**src/rtl/anita3_event_writer_if.sv**
```systemverilog
// anita3_event_writer_if: event word stream in and event buffer write port out
interface anita3_event_writer_if;
    logic [15:0] evt_dat_i;
    logic        evt_valid_i;
    logic        evt_last_i;
    logic        evt_ready_o;
    logic [7:0]  event_wr_addr_o;
    logic [15:0] event_wr_dat_o;
    logic        event_wr_o;

    modport slave (
        input  evt_dat_i, evt_valid_i, evt_last_i,
        output evt_ready_o, event_wr_addr_o, event_wr_dat_o, event_wr_o
    );

    modport master (
        output evt_dat_i, evt_valid_i, evt_last_i,
        input  evt_ready_o, event_wr_addr_o, event_wr_dat_o, event_wr_o
    );
endinterface

```
**src/rtl/anita3_event_writer.sv**
```systemverilog
// anita3_event_writer: writes each event as exactly 64 words into alternating buffers
module anita3_event_writer (
    input  logic                         clk33_i,
    input  logic                         rst_n_i,
    anita3_event_writer_if.slave         evt_if,
    input  logic [1:0]                   buffer_active_i,
    input  logic                         clear_evt_i,
    output logic                         event_done_o,
    output logic [15:0]                  event_count_o,
    output logic                         truncated_o
);
    typedef enum logic [2:0] {S_IDLE, S_WRITE, S_PAD, S_DROP, S_DONE} state_t;

    state_t      r_state, w_state_nxt;
    logic        r_wr_buf;
    logic        r_clr_d;
    logic [5:0]  r_idx;
    logic [15:0] r_count;
    logic        r_trunc;
    logic        w_last_idx;
    logic        w_trunc;

    assign w_last_idx             = (r_idx == 6'd63);
    assign w_trunc                = (r_state == S_WRITE) && evt_if.evt_valid_i && !evt_if.evt_last_i && w_last_idx;
    assign evt_if.event_wr_addr_o = {1'b0, r_wr_buf, r_idx};
    assign event_count_o          = r_count;
    assign truncated_o            = r_trunc;

    // State register
    always_ff @(posedge clk33_i or negedge rst_n_i) begin
        if (!rst_n_i) r_state <= S_IDLE;
        else          r_state <= w_state_nxt;
    end

    // Next state and write-port/handshake outputs; in WRITE the data passes straight through
    always_comb begin
        w_state_nxt           = r_state;
        evt_if.evt_ready_o    = 1'b0;
        evt_if.event_wr_o     = 1'b0;
        evt_if.event_wr_dat_o = 16'h0000;
        event_done_o          = 1'b0;
        case (r_state)
            S_IDLE: w_state_nxt = buffer_active_i[r_wr_buf] ? S_IDLE : S_WRITE;
            S_WRITE: begin
                evt_if.evt_ready_o    = 1'b1;
                evt_if.event_wr_o     = evt_if.evt_valid_i;
                evt_if.event_wr_dat_o = evt_if.evt_valid_i ? evt_if.evt_dat_i : 16'h0000;
                if (evt_if.evt_valid_i)
                    w_state_nxt = evt_if.evt_last_i ? (w_last_idx ? S_DONE : S_PAD)
                                                    : (w_last_idx ? S_DROP : S_WRITE);
            end
            S_PAD: begin
                evt_if.event_wr_o = 1'b1;
                w_state_nxt       = w_last_idx ? S_DONE : S_PAD;
            end
            S_DROP: begin
                evt_if.evt_ready_o = 1'b1;
                w_state_nxt        = (evt_if.evt_valid_i && evt_if.evt_last_i) ? S_DONE : S_DROP;
            end
            S_DONE: begin
                // A clear seen last cycle pushes the pulse out so it never lines up with the manager's clear
                event_done_o = !r_clr_d;
                w_state_nxt  = r_clr_d ? S_DONE : S_IDLE;
            end
            default: w_state_nxt = S_IDLE;
        endcase
    end

    // Word index, buffer select, event counter, sticky truncation flag and delayed clear
    always_ff @(posedge clk33_i or negedge rst_n_i) begin
        if (!rst_n_i) begin
            r_wr_buf <= 1'b0;
            r_clr_d  <= 1'b0;
            r_idx    <= 6'd0;
            r_count  <= 16'h0000;
            r_trunc  <= 1'b0;
        end else begin
            r_clr_d <= clear_evt_i;
            if (event_done_o) begin
                r_wr_buf <= ~r_wr_buf;
                r_idx    <= 6'd0;
                r_count  <= r_count + 16'h0001;
            end else if (evt_if.event_wr_o) begin
                r_idx <= r_idx + 6'd1;
            end
            if (w_trunc) r_trunc <= 1'b1;
        end
    end
endmodule

```
**src/flat_wrapper.sv**
```systemverilog
// flat-port wrapper written by rule: the top's interface ports become plain ports
module anita3_event_writer_flat 
  (clk33_i, rst_n_i, buffer_active_i, clear_evt_i, event_done_o, event_count_o, truncated_o, evt_if_evt_dat_i, evt_if_evt_valid_i, evt_if_evt_last_i, evt_if_evt_ready_o, evt_if_event_wr_addr_o, evt_if_event_wr_dat_o, evt_if_event_wr_o);
  anita3_event_writer_if evt_if_i ();
  input  logic clk33_i;
  input  logic rst_n_i;
  input  logic [1:0] buffer_active_i;
  input  logic clear_evt_i;
  output logic event_done_o;
  output logic [15:0] event_count_o;
  output logic truncated_o;
  input wire logic [$bits(evt_if_i.evt_dat_i)-1:0] evt_if_evt_dat_i;
  input wire logic [$bits(evt_if_i.evt_valid_i)-1:0] evt_if_evt_valid_i;
  input wire logic [$bits(evt_if_i.evt_last_i)-1:0] evt_if_evt_last_i;
  output wire logic [$bits(evt_if_i.evt_ready_o)-1:0] evt_if_evt_ready_o;
  output wire logic [$bits(evt_if_i.event_wr_addr_o)-1:0] evt_if_event_wr_addr_o;
  output wire logic [$bits(evt_if_i.event_wr_dat_o)-1:0] evt_if_event_wr_dat_o;
  output wire logic [$bits(evt_if_i.event_wr_o)-1:0] evt_if_event_wr_o;
  assign evt_if_i.evt_dat_i = evt_if_evt_dat_i;
  assign evt_if_i.evt_valid_i = evt_if_evt_valid_i;
  assign evt_if_i.evt_last_i = evt_if_evt_last_i;
  assign evt_if_evt_ready_o = evt_if_i.evt_ready_o;
  assign evt_if_event_wr_addr_o = evt_if_i.event_wr_addr_o;
  assign evt_if_event_wr_dat_o = evt_if_i.event_wr_dat_o;
  assign evt_if_event_wr_o = evt_if_i.event_wr_o;
  anita3_event_writer u_core (.clk33_i(clk33_i), .rst_n_i(rst_n_i), .evt_if(evt_if_i), .buffer_active_i(buffer_active_i), .clear_evt_i(clear_evt_i), .event_done_o(event_done_o), .event_count_o(event_count_o), .truncated_o(truncated_o));
endmodule
```
**config.mk**
```make
export PLATFORM = sky130hd
export DESIGN_NAME = anita3_event_writer_flat
export DESIGN_NICKNAME = d
export VERILOG_FILES = /design/src/rtl/anita3_event_writer_if.sv /design/src/rtl/anita3_event_writer.sv /design/src/flat_wrapper.sv
export SDC_FILE = /design/constraint.sdc
export NUM_CORES = 1
export LEC_CHECK = 0
export CAP_MARGIN = 20
export CORE_MARGIN = 1.5
export CORE_UTILIZATION = 40
export DETAILED_ROUTE_END_ITERATION = 10
export MAX_ROUTING_LAYER = met4
export PLACE_DENSITY = 0.76
export SKIP_CTS_REPAIR_TIMING = 1
export SLEW_MARGIN = 25
export SYNTH_ARGS = -nofsm -noshare
export SYNTH_HDL_FRONTEND = slang
export SYNTH_SLANG_ARGS = --single-unit
```
**constraint.sdc**
```tcl
create_clock -name clk33_i -period 2.36 [get_ports clk33_i]
set_clock_uncertainty 0.15 [all_clocks]
set_input_delay 0.472 -clock clk33_i [delete_from_list [all_inputs] [get_ports clk33_i]]
set_output_delay 0.472 -clock clk33_i [all_outputs]
set_load 0.1 [all_outputs]
```
; Word-level counts from Yosys, hierarchy flattened
; Cells that the tools add are included.
[classes]
add_sub_neg = 2
n_eq_ne = 6
bitwise_logic = 1
mux = 17
n_lt_le_gt_ge = 1
n_reduce_logical = 9
[op_table]
columns = op, count
row1 = 16-bit 2-to-1 mux, 2
row2 = "16-bit by 1-bit adder with 16-bit output, second input constant", 1
row3 = 3-bit 2-to-1 mux, 5
row4 = 3-bit one-hot mux with 5 select lines, 1
row5 = 6-bit 2-to-1 mux, 2
row6 = "6-bit by 1-bit adder with 6-bit output, second input constant", 1
row7 = "3-bit by 2-bit == test with 1-bit output, second input constant", 2
row8 = "6-bit == test, second input constant", 1
row9 = 1-bit 2-to-1 mux, 5
row10 = 1-bit logical AND, 4
row11 = "3-bit by 1-bit == test with 1-bit output, second input constant", 1
row12 = "3-bit == test, second input constant", 1
row13 = 3-bit logical NOT, 1
row14 = 1-bit logical NOT, 2
row15 = "1-bit by 2-bit < comparator with 1-bit output, second input constant", 1
row16 = 2-bit 2-to-1 mux, 1
row17 = "2-bit inequality test, second input constant", 1
row18 = 1-bit one-hot mux with 2 select lines, 1
row19 = 2-bit nonzero test, 1
row20 = 2-bit OR reduction, 1
row21 = 1-bit NOT, 1
[word_totals]
ff_bits = 28
output_inout_bits = 44
inputBits = 23

; Longest topological paths before layout
[logic_depth]
word_depth = 5
depth_mapped = 8
mapped_depth_nobuf = 7

; Least setup slack after synthesis
; No wires, ideal clock.
[synth_timing]
kind = register -> output
from = reg u_core.r_state[0]
to = out evt_if_event_wr_dat_o[10]
path_stages_with_launch = 6
t_required_ns = 1.738
t_arrival_ns = 2.659
slack_ns = -0.921
cell_sequence = dfrtp_1 nor2b_2 and3b_1 buf_2 clkbuf_2 and2_1
[synth_between]
elab_chain_cells = 2
[synth_lines]
columns = item, line
row1 = start: declaration, anita3_event_writer.sv:14  ; state_t r_state, w_state_nxt;
row2 = start signal: assignment, anita3_event_writer.sv:32  ; else r_state <= w_state_nxt;
row3 = 3-bit by 1-bit == test with 1-bit output, anita3_event_writer.sv:42  ; case (r_state)
row4 = 16-bit 2-to-1 mux, anita3_event_writer.sv:42
row5 = end: declaration, flat_wrapper.sv:17  ; output wire logic [$bits(evt_if_i.event_wr_dat_o)-1:0] evt_if_event_wr_dat_o;
; No other way between the ends.

; Final worst setup path
[layout_timing]
from = in evt_if_evt_valid_i
to = out evt_if_event_wr_dat_o[4]
[layout_between]
elab_chain_cells = 2
[layout_lines]
columns = item, line
row1 = start: declaration, flat_wrapper.sv:13  ; input wire logic [$bits(evt_if_i.evt_valid_i)-1:0] evt_if_evt_valid_i;
row2 = 16-bit 2-to-1 mux, anita3_event_writer.sv:47  ; evt_if.event_wr_dat_o = evt_if.evt_valid_i ? evt_if.evt_dat_i : 16'h0000;
row3 = 16-bit 2-to-1 mux, anita3_event_writer.sv:42
; No other way between the ends.

==> flow_summary.toml <==
[outcome]
status = "finished, final reports clean"

[finish]
final_area_sq_mm = 0.00248
nNetsFinal = 239
final_util_pct = 68.3
fillers = 292
drive_gt1_share_pct = 40.1
diodes = 0
syn_to_final_growth_pct = 64.1
stdcell_count = 260

[run]
drv_cap = 0

[hold_path]
hp-start = "u_core.event_count_o[15]"
min_path_type = "flop to flop"
whs_path_depth = 1

[floorplan]
dieArea_sq_mm = 0.00416
die_y_um = 64.5
start_util_pct = 41.6
die-width_um = 64.5
coreArea_sq_mm = 0.00363
num_rows = 22
ios = 67

[sta]
post-route-min-period_ps = 2310
rsz0062_at_grt = "false"
slew_violations = 0
fin_crit_sh_pct = 98.0
fmax_mhz = 432
finalSetupTns_ps = 0
hold_viol = 0
timing.hold.ws_ps = 326
finalWorstSetupSlack_ps = 47.7
finalSetupViolCount = 0

[drt]
wl_per_cell_um = 14.6
wl_um = 3800
route.detailed.drc = 0
drtPass1Iterations = 4
via_per_inst = 5.02
drt_iter0_drc = 41
dr_total_vias = 1305
ant_nets = 0

[global_routing]
antenna_found_initial = 0
overflow = 0
met2_usage_pct = 34.9
grt_max_degree = 29
grtUsageMet3_pct = 4.17
grt_pass1_wl_um = 6420
grt_use_met1_pct = 23.7
grt_pass1_vias = 1334
busiest_layer = "met2"
gr-usage-all-layers_pct = 20.2

[pwr]
irDropWorstVdd_mv = 0.726
power_density_mw_per_mm2 = 1310
power_mw = 3.25
leakage_nw = 1.17

[setup_path]
cp_max_fo = 16
required_ps = 1740
end_kind = "output port"
cp.arrival_ps = 1690
critPathSlowestCell = "clkdlybuf4s50_1"
criticalPathCategory = "primary input to output port"
crit_chain = "clkdlybuf4s50_1, and3b_1, buf_12, and2_2, buf_12"
cp_common_cell = "buf_12"
cpPeakStageDelay_ps = 480
crit_path_start = "evt_if_evt_valid_i"
ff2ff_path_depth = 7
cp-start-kind = "primary input"
reg2reg_from = "u_core.r_idx[0]"

[placed_design]
gp_congestion = 0.829
dp_cells = 255
hpwl_um = 2990
placement.io_buffers = 65
pre_cts_ws_ps = 46.4
placed_area_sq_mm = 0.00239

[logic_synthesis]
syn_inst = 144
synth-edff-count = 0
synth_ff_type = "dfrtp_1"
yosysWarnings = 0
synth_area_leaders = "dfrtp_1 (46%), and2_1 (7.0%), xnor2_1 (6.4%)"
synth_cell_types = 40
ys_ff_latch = 28
synth_top_area_share_pct = 46.3
synth_fp_nets = 170
syn_avg_cell_area_sq_um = 10.5
seq_area_frac_synth_pct = 46.3
yosysMostFrequentCell = "dfrtp_1"
yosysTopAreaCell = "dfrtp_1"
syn_area_sq_mm = 0.00151
async_flop_share_pct = 100
yosys-top-cells-count = "dfrtp_1 (28), and2_1 (17), nand2_1 (15), xnor2_1 (11)"

[clock_tree]
cts.sinks = 28
clk_pin_slew_ps = 90
htree_levels = 1
clkLatencyLatePin_ps = 270
cts_buffer_depth = 2
tritoncts = "yes"
cts_buffers = 3
clock-root-buffer = "clkbuf_8"
==> critical path, delay by kind of cell <==
kind,cells,cell delay (ps)
buffers and inverters,3,800
and+or+nand+nor,2,420
==> cell families (layout without fill, tap and decap cells) <==
logic type                 count (synthesis)  after routing  synth area share [%]
AOI/OAI and AO/OA                         12             12                  5.46
xor gates and xnor gates                  17             17                  9.84
adders and majority gates                  3              3                  2.48
buffers and inverters                     10             78                  4.46
DFF                                       28             28                  46.3
muxes                                      5              5                  3.31
other                                      1              1                 0.248
and+or+nand+nor                           68             68                  27.9
==> cell type report <==
type                    instances  area [sq um]  area share, %
multi-input cells             106           782           31.5
well taps                      48          60.1           2.42
flip-flops and latches         28           709           28.6
inverters                       4          16.3          0.655
clock buffers                   3          41.3           1.66
repair buffers                 70           843           34.0
clock inverters                 1          30.0           1.21
==> path summary, 6_finish.rpt <==
kind	slack, ps	end
worst min register to register	330	u_core.event_count_o[15]
max in group asynchronous	1360	u_core.r_state[2]
worst max register to register	370	u_core.r_state[1]
worst min-delay path	330	u_core.event_count_o[15]
min in group asynchronous	410	u_core.r_idx[1]
worst max-delay path	50	evt_if_event_wr_dat_o[4]
==> routing by layer <==
layer	vias up	wire, um
li1	621	-
met1	636	1540
met2	42	1970
met3	6	221
met4	0	59
met5	-	0
==> state kept, by name, summed over array words and instances, names as in the netlist <==
| signal | cells |
|---|---|
| u_core.event_count_o | 16 |
| u_core.r_idx | 6 |
| u_core.r_state | 3 |
| u_core.r_clr_d | 1 |
| u_core.r_wr_buf | 1 |
| u_core.truncated_o | 1 |
==> power by group <==
| group | internal, mW | switching [mW] | leakage (nW) |
|---|---|---|---|
| Clock | 0.227 | 0.143 | 0.0357 |
| Combinational | 0.682 | 1.46 | 0.776 |
| Sequential | 0.593 | 0.151 | 0.359 |
| Total | 1.50 | 1.75 | 1.17 |
==> placed cells by master, fill, tap and decap left out, types with 3 or more instances in the layout <==
cell type / count
nor2_1: 6
clkdlybuf4s50_1: 22
nand4_1: 6
and3_1: 4
xor2_1: 6
inv_1: 3
clkbuf_8: 3
and2_4: 10
mux2i_1: 5
dfrtp_1: 21
nand3_1: 3
dfrtp_2: 7
buf_4: 27
ha_1: 3
nand2_1: 15
buf_12: 21
and2_2: 6
o21ai_0: 3
xnor2_1: 11
Note: power is estimated with default switching activity, not from simulation.
